===== config.mk =====
export PLATFORM = sky130hd
export DESIGN_NAME = rs_parity_encoder
export DESIGN_NICKNAME = d
export VERILOG_FILES = /design/src/rtl/rs_parity_encoder.sv
export SDC_FILE = /design/constraint.sdc
export NUM_CORES = 1
export LEC_CHECK = 0
export ABC_CLOCK_PERIOD_IN_PS = 2050
export CORE_AREA = 2 2 91 75
export DETAILED_ROUTE_END_ITERATION = 10
export DIE_AREA = 0 0 93 77
export GPL_TIMING_DRIVEN = 0
export PLACE_DENSITY = 0.72
export SYNTH_ARGS = -nofsm -noshare
export SYNTH_HDL_FRONTEND = slang
export SYNTH_SLANG_ARGS = --single-unit

===== constraint.sdc =====
create_clock -name clk -period 2.05 [get_ports clk]
set_input_delay 0.41 -clock clk [delete_from_list [all_inputs] [get_ports clk]]
set_output_delay 0.41 -clock clk [all_outputs]
set_load 0.01 [all_outputs]

===== src/rtl/rs_parity_encoder.sv =====
// Systematic RS(K+4,K) encoder over GF(256)/0x11D, 1-cycle latency; data passes through, 4 parity follow.
// Registered output stage stalls everything while out_valid && !out_ready; RS_PARITY_INVERT_EN inverts parity.
module rs_parity_encoder #(
    parameter int K = 24
) (
    input  logic       clk,
    input  logic       rst,
    input  logic [7:0] in_data,
    input  logic       in_valid,
    output logic       in_ready,
    output logic [7:0] out_data,
    output logic       out_valid,
    input  logic       out_ready,
    output logic       out_parity,
    output logic       out_last
);

    typedef enum logic {
        ST_DATA,
        ST_PARITY
    } state_t;

    localparam logic [7:0] K_LAST   = 8'(K - 1);
    localparam logic [7:0] PAR_LAST = 8'd3;

    state_t     state_q, state_d;
    logic [7:0] count_q, count_d;
    logic [7:0] r0_q, r1_q, r2_q, r3_q;
    logic [7:0] r0_d, r1_d, r2_d, r3_d;
    logic [7:0] out_data_q, out_data_d;
    logic       out_valid_q, out_valid_d;
    logic       out_parity_q, out_parity_d;
    logic       out_last_q, out_last_d;
    logic       out_free;
    logic [7:0] fb;
    logic [7:0] parity_sym;

    function automatic logic [7:0] gf_xtime(input logic [7:0] a);
        return {a[6:0], 1'b0} ^ (a[7] ? 8'h1D : 8'h00);
    endfunction

    // Constant-coefficient callers let synthesis fold this into a small XOR network.
    function automatic logic [7:0] gf_mul(input logic [7:0] a, input logic [7:0] b);
        logic [7:0] acc;
        logic [7:0] p;
        acc = 8'h00;
        p   = a;
        for (int i = 0; i < 8; i++) begin
            if (b[i]) acc = acc ^ p;
            p = gf_xtime(p);
        end
        return acc;
    endfunction

    assign out_free = !out_valid_q || out_ready;
    assign in_ready = (state_q == ST_DATA) && out_free;

`ifdef RS_PARITY_INVERT_EN
    assign parity_sym = ~r3_q;
`else
    assign parity_sym = r3_q;
`endif

    always_comb begin
        state_d      = state_q;
        count_d      = count_q;
        r0_d         = r0_q;
        r1_d         = r1_q;
        r2_d         = r2_q;
        r3_d         = r3_q;
        out_data_d   = out_data_q;
        out_valid_d  = out_valid_q;
        out_parity_d = out_parity_q;
        out_last_d   = out_last_q;
        fb           = in_data ^ r3_q;

        if (out_valid_q && out_ready) out_valid_d = 1'b0;

        case (state_q)
            ST_DATA: begin
                if (in_valid && in_ready) begin
                    r3_d         = r2_q ^ gf_mul(fb, 8'h0F);
                    r2_d         = r1_q ^ gf_mul(fb, 8'h36);
                    r1_d         = r0_q ^ gf_mul(fb, 8'h78);
                    r0_d         = gf_mul(fb, 8'h40);
                    out_data_d   = in_data;
                    out_valid_d  = 1'b1;
                    out_parity_d = 1'b0;
                    out_last_d   = 1'b0;
                    if (count_q == K_LAST) begin
                        count_d = 8'd0;
                        state_d = ST_PARITY;
                    end else begin
                        count_d = count_q + 8'd1;
                    end
                end
            end
            ST_PARITY: begin
                if (out_free) begin
                    out_data_d   = parity_sym;
                    r3_d         = r2_q;
                    r2_d         = r1_q;
                    r1_d         = r0_q;
                    r0_d         = 8'h00;
                    out_valid_d  = 1'b1;
                    out_parity_d = 1'b1;
                    out_last_d   = 1'b0;
                    // Shifting out four symbols leaves the LFSR clear for the next frame.
                    if (count_q == PAR_LAST) begin
                        out_last_d = 1'b1;
                        count_d    = 8'd0;
                        state_d    = ST_DATA;
                    end else begin
                        count_d = count_q + 8'd1;
                    end
                end
            end
            default: state_d = ST_DATA;
        endcase
    end

    always_ff @(posedge clk or posedge rst) begin
        if (rst) begin
            state_q      <= ST_DATA;
            count_q      <= 8'd0;
            r0_q         <= 8'h00;
            r1_q         <= 8'h00;
            r2_q         <= 8'h00;
            r3_q         <= 8'h00;
            out_data_q   <= 8'h00;
            out_valid_q  <= 1'b0;
            out_parity_q <= 1'b0;
            out_last_q   <= 1'b0;
        end else begin
            state_q      <= state_d;
            count_q      <= count_d;
            r0_q         <= r0_d;
            r1_q         <= r1_d;
            r2_q         <= r2_d;
            r3_q         <= r3_d;
            out_data_q   <= out_data_d;
            out_valid_q  <= out_valid_d;
            out_parity_q <= out_parity_d;
            out_last_q   <= out_last_d;
        end
    end

    assign out_data   = out_data_q;
    assign out_valid  = out_valid_q;
    assign out_parity = out_parity_q;
    assign out_last   = out_last_q;

endmodule


# Word-level counts from Yosys, hierarchy flattened

Cells that the tools add are included.

Register bits: 52
Bits of input ports: 12
Output and inout port bits: 12
Logic and storage cells: 106

Add/sub/neg operators: 1
Eq/ne operators: 4
Mux-type cells: 65
Bitwise logic cells: 20
Reduce and logical (&&, ||, !) cells: 6

Operator list:

| cell                  | count |
|---|---|
| $mux W8               | 38 |
| $xor A8 B8 Y8         | 13 |
| $pmux W8 S2           | 6 |
| $xor A8 B5 Y8         | 6 |
| $mux W5               | 6 |
| $mux W1               | 11 |
| $add A8 B1 Y8 const B | 1 |
| $eq A8 B2 Y1 const B  | 1 |
| $eq A8 B5 Y1 const B  | 1 |
| $pmux W1 S2           | 4 |
| $ne A2 B1 Y1 const B  | 2 |
| $logic_and A1 B1 Y1   | 3 |
| $reduce_and A2 Y1     | 1 |
| $logic_not A1 Y1      | 1 |
| $logic_or A1 B1 Y1    | 1 |
| $not A1 Y1            | 1 |

# Logic depth before layout (Yosys ltp)

Depth in word-level cells: 21
Mapped depth: 7
Depth with buffers taken out: 7

# Worst setup path before layout

OpenSTA, ideal clock, no wires.

Kind: register -> register
Start point: register r3_q[7], in the netlist parity_sym[7]
End point: register r3_q[4], in the netlist parity_sym[4]
Library setup time: 130 ps
Data arrival time: 2029 ps
Data required time: 1920 ps
Path slack: -109 ps
Cell stages (with the launch flop): 7
Path buffers: 0
Path through: dfrtp_1 > xnor2_2 > xor3_2 > xnor3_1 > and2_1 > xnor2_1 > o21ai_1

Longest elaborated chain between the ends: 15
Elaborated cells between the ends (all ways): 17

RTL lines:

| what                     | RTL line | text |
|---|---|---|
| start: declaration       | 28       | `logic [7:0] r0_q, r1_q, r2_q, r3_q;` |
| start signal: assignment | 140      | `r3_q <= r3_d;` |
| $xor A8 B8 Y8 (*)        | 75       | `fb = in_data ^ r3_q;` |
| $mux W5 (*)              | 39       | `return {a[6:0], 1'b0} ^ (a[7] ? 8'h1D : 8'h00);` |
| $xor A8 B5 Y8 (*)        | 39       |  |
| $xor A8 B8 Y8            | 49       | `if (b[i]) acc = acc ^ p;` |
| $mux W8                  | 81       | `if (in_valid && in_ready) begin` |
| $mux W8                  | 79       | `case (state_q)` |
| $xor A8 B8 Y8            | 49       |  |
| $mux W8                  | 81       |  |
| $mux W8                  | 79       |  |
| $xor A8 B8 Y8 (*)        | 49       |  |
| $mux W8 (*)              | 81       |  |
| $mux W8 (*)              | 79       |  |
| $xor A8 B8 Y8 (*)        | 82       | `r3_d = r2_q ^ gf_mul(fb, 8'h0F);` |
| $mux W8 (*)              | 81       |  |
| $pmux W8 S2 (*)          | 79       |  |

Every way passes the cells marked *; elsewhere a longest branch is shown, timed or not. The select of a mux whose other input is x is not followed.
A chain may end at the register's enable or synchronous reset.

# Worst setup path after layout

Start point: register r3_q[5], in the netlist parity_sym[5]
End point: register r1_q[7]

Longest elaborated chain between the ends: 14

RTL lines:

| what                        | RTL line | text |
|---|---|---|
| $xor A8 B8 Y8               | 75       |  |
| $xor A8 B5 Y8 (2 in series) | 39       |  |
| $mux W5                     | 39       |  |
| $xor A8 B5 Y8 (4 in series) | 39       |  |
| $xor A8 B8 Y8               | 49       |  |
| $mux W8                     | 81       |  |
| $mux W8                     | 79       |  |
| $xor A8 B8 Y8               | 84       | `r1_d = r0_q ^ gf_mul(fb, 8'h78);` |
| $mux W8                     | 81       |  |
| $pmux W8 S2                 | 79       |  |
| end signal: assignment      | 138      | `r1_q <= r1_d;` |
| end: declaration            | 28       |  |

Every way passes these cells. The select of a mux whose other input is x is not followed.

==> impl_metrics.py <==
metrics = {
    "global_routing": {
        "maximum_number_of_pins_on_one_net_before_global_route_repair": 38,
        "first_global_vias": 2537,
        "global_route_wire_length_before_repair_mm": 12.7,
        "grt-ovfl-total": 0,
        "grt.total_usage": 0.230,
        "antenna_found_initial": 0,
    },
    "die": {
        "floorplan_die_area_um2": 7160,
        "std_cell_rows": 26,
        "die-width_um": 93,
        "core_um2": 6250,
        "die_y_um": 77,
        "io_pins": 24,
        "start_util": 0.514,
    },
    "cts": {
        "cts-root-to-sink-buffers": 2,
        "clk-insertion-delay-late_ns": 0.33,
        "clock_sink_count": 52,
        "htreeDepth": 2,
        "cts-root-buf": "clkbuf_8",
        "cts.reportedPaths.clkPinSlew_ns": 0.11,
        "cts_buffers": 5,
        "tritoncts": "built",
    },
    "sta": {
        "final_skew_ns": 0.0125,
        "setup_viol": 7,
        "finalCritPeriodShare": 1.04,
        "drv_slew": 0,
        "timing.hold.ws_ns": 0.364,
        "post-route-min-period_ns": 2.13,
        "maxClockFrequency_mhz": 470,
        "totalNegativeSetupSlack_ns": -0.359,
        "relative_slew_margins": 0.536,
        "rsz0062_at_grt": "true",
        "finalHoldViolations": 0,
        "timing.final.ws_setup_ns": -0.0768,
        "worst_slew_pin_slew_ns": 0.695,
    },
    "logic_synthesis": {
        "synth-edff-count": 0,
        "synthDistinctLibCells": 35,
        "synth_warnings": 0,
        "synthTopCellsByArea": "dfrtp_1 41%, xnor2_1 14%, xnor3_1 6.3%",
        "synth_sequential_area_ratio": 0.405,
        "post_synth_instance_area_um2": 3210,
        "syn-num-nets": 325,
        "postSynth.asyncResetShare": 1.00,
        "postSynthCellCount": 312,
        "ys.flop_type": "dfrtp_1",
        "postSynthRegisterBits": 52,
        "synthesized_area_per_cell_um2": 10.3,
        "synth_area_leader_cell": "dfrtp_1",
        "synth_largest_type_area_fraction": 0.405,
    },
    "placed_design": {
        "place.gp.congestion": 0.848,
        "detailedPlacementHpwl_mm": 4.93,
        "dp_slack_ns": -0.819,
        "io_buffer_count": 23,
        "place.detailed.instances": 420,
    },
    "critical_path": {
        "critical_path.endpoint": "r1_q[7]$_DFFE_PP0P_",
        "crit_required_ns": 2.24,
        "worstPathCellList": "xor2_4, xnor3_2, xnor3_1, and2_4, xnor2_2, o21ai_1",
        "r2r_setup_slack_ns": -0.08,
        "slowest_stage": "xnor3_2",
        "worst-r2r-cell-count": 6,
        "worstPathMaxFanout": 4,
        "arrival_ns": 2.32,
        "critical_path_launch_point": "parity_sym[5]$_DFFE_PP0P_",
        "critical_path_buf_inv_count": 0,
        "start_kind": "flop",
        "r2r-start": "parity_sym[5]$_DFFE_PP0P_",
        "r2r-end": "r1_q[7]$_DFFE_PP0P_",
        "slowest_delay_ns": 0.51,
        "timing.critical_path.depth": 6,
        "cp-end-kind": "flop",
        "critical_setup_path_kind": "flop to flop",
        "critPathTopFamily": "XOR/XNOR gates",
    },
    "routing": {
        "wirelength_mm": 7.89,
        "routed-via-count": 2464,
        "detailedRoute.firstPassIterationCount": 4,
        "drt-vias-per-instance": 5.32,
        "detail_route.wl_per_cell_um": 17.0,
        "drtAntennaViolNets": 0,
        "remaining_drc_errors": 0,
        "drt_iter0_markers": 146,
    },
    "power_and_ir_drop": {
        "worst_ir_drop_vdd_v": 0.000547,
        "power.leakage_nw": 1.84,
        "power-per-cell-area_nw_per_um2": 1030,
    },
    "cells_and_area": {
        "fin_nets": 391,
        "post_layout_nonfiller_instances": 463,
        "number_of_filler_instances_in_the_final_layout": 478,
        "synthToLayoutAreaGrowth_pct": 32.5,
        "n_antenna_cell": 0,
        "share_of_the_core_filled_with_cells": 0.681,
        "final_layout_size_suffix_gt1_frac": 0.245,
    },
    "hold_path": {
        "hold_class": "input port to asynchronous set/reset pin",
    },
    "run": {
        "maxCapViolations": 0,
    },
    "status": {
        "violations": "setup timing",
        "run_status": "finished with violations",
    },
}
stage by stage:
stage                     total power [mW]  area [um^2]
after global routing                  4.60         4260
after CTS                             4.16         4080
final                                 4.38         4260
after global placement                3.11         3580
after detailed placement              3.15         3600
after floorplan                       2.76         3250
cell usage in the layout (no fill, tap or decap), types with 9 or more instances in the layout:
| cell | count |
|---|---|
| o21ai_1 | 11 |
| xnor2_4 | 11 |
| nand2_1 | 40 |
| nor2_1 | 17 |
| mux2i_1 | 9 |
| o21ai_0 | 36 |
| xnor2_1 | 39 |
| buf_4 | 27 |
| xnor2_2 | 11 |
| clkbuf_1 | 11 |
| dfrtp_1 | 45 |
| nand3_1 | 12 |
| clkdlybuf4s50_1 | 14 |
where the power goes:
part	switching, mW	leakage, nW	internal (mW)
Clock	0.392	0.0404	0.243
Combinational	1.07	1.12	1.36
Sequential	0.151	0.675	1.17
worst min path at each step:
| stage | startpoint | endpoint | slack (ns) | depth (start not counted) |
|---|---|---|---|---|
| CTS | rst | out_data[4]$_DFFE_PP0P_ | 0.38 | 2 |
| finish | rst | out_data[4]$_DFFE_PP0P_ | 0.36 | 2 |
| detailed placement | out_parity$_DFFE_PP0P_ | out_parity$_DFFE_PP0P_ | 0.46 | 2 |
| global route | rst | out_data[4]$_DFFE_PP0P_ | 0.41 | 2 |
| floorplan | count_q[7]$_DFFE_PP0P_ | count_q[7]$_DFFE_PP0P_ | 0.45 | 1 |
| global placement | out_data[2]$_DFFE_PP0P_ | out_data[2]$_DFFE_PP0P_ | 0.46 | 2 |
cell families after synthesis:
family          share of synthesized area
simple gates                        0.127
xor+xnor                            0.316
buf+inv                            0.0246
flops                               0.405
mux                                0.0281
fa+ha+maj                         0.00390
compound gates                     0.0947
what timing repair did:
| action | in CTS | in global routing |
|---|---|---|
| pin swaps | 19 | 14 |
| gates cloned | 0 | 0 |
| hold buffers | 0 | 0 |
| buffers inserted | 27 | 8 |
| setup endpoints to repair | 20 | 16 |
| gates resized for setup | 34 | 24 |
layer usage:
layer  vias up  wire (um)  part of all wire  track usage
met5         -          0                 0            0
met4         0        102             0.013       0.0676
met3         9        571             0.072       0.0530
met2        77       3680              0.47        0.353
met1      1202       3530              0.45        0.329
li1       1176          -                 -            -
area by class of cell:
type / count / area (um^2) / share of cell area
plain buffers: 13 / 60.1 / 0.0141
well taps: 84 / 105 / 0.0247
clock inverters: 3 / 23.8 / 0.00559
multi-input cells: 242 / 2110 / 0.497
flip-flops and latches: 52 / 1310 / 0.308
inverters: 5 / 18.8 / 0.00441
clock buffers: 5 / 68.8 / 0.0162
repair buffers: 59 / 554 / 0.130
synth_stat cells (all sizes together), types with 2 or more instances:
cell type / instances
a21oi: 2
a31oi: 3
clkbuf: 12
dfrtp: 52
inv: 5
mux2i: 9
nand2: 40
nand2b: 2
nand3: 12
nor2: 22
nor2b: 2
nor3: 6
o21ai: 47
o31ai: 2
or3: 5
xnor2: 61
xnor3: 10
xor2: 7
xor3: 4
state kept, by name (all words and copies together), names as in the netlist:
name and flops:
count_q 8, out_data 8, parity_sym 8, r0_q 8
r1_q 8, r2_q 8, out_last 1, out_parity 1
out_valid 1, state_q 1
worst register-to-register path: cells and delay by family, from the launching register on:
family,cells,cell delay [ns]
xor gates and xnor gates,4,1.22
and+or+nand+nor,1,0.20
AOI/OAI and AO/OA,1,0.07
DFF,1,0.49
No activity file was read; power rests on OpenSTA's default activity.
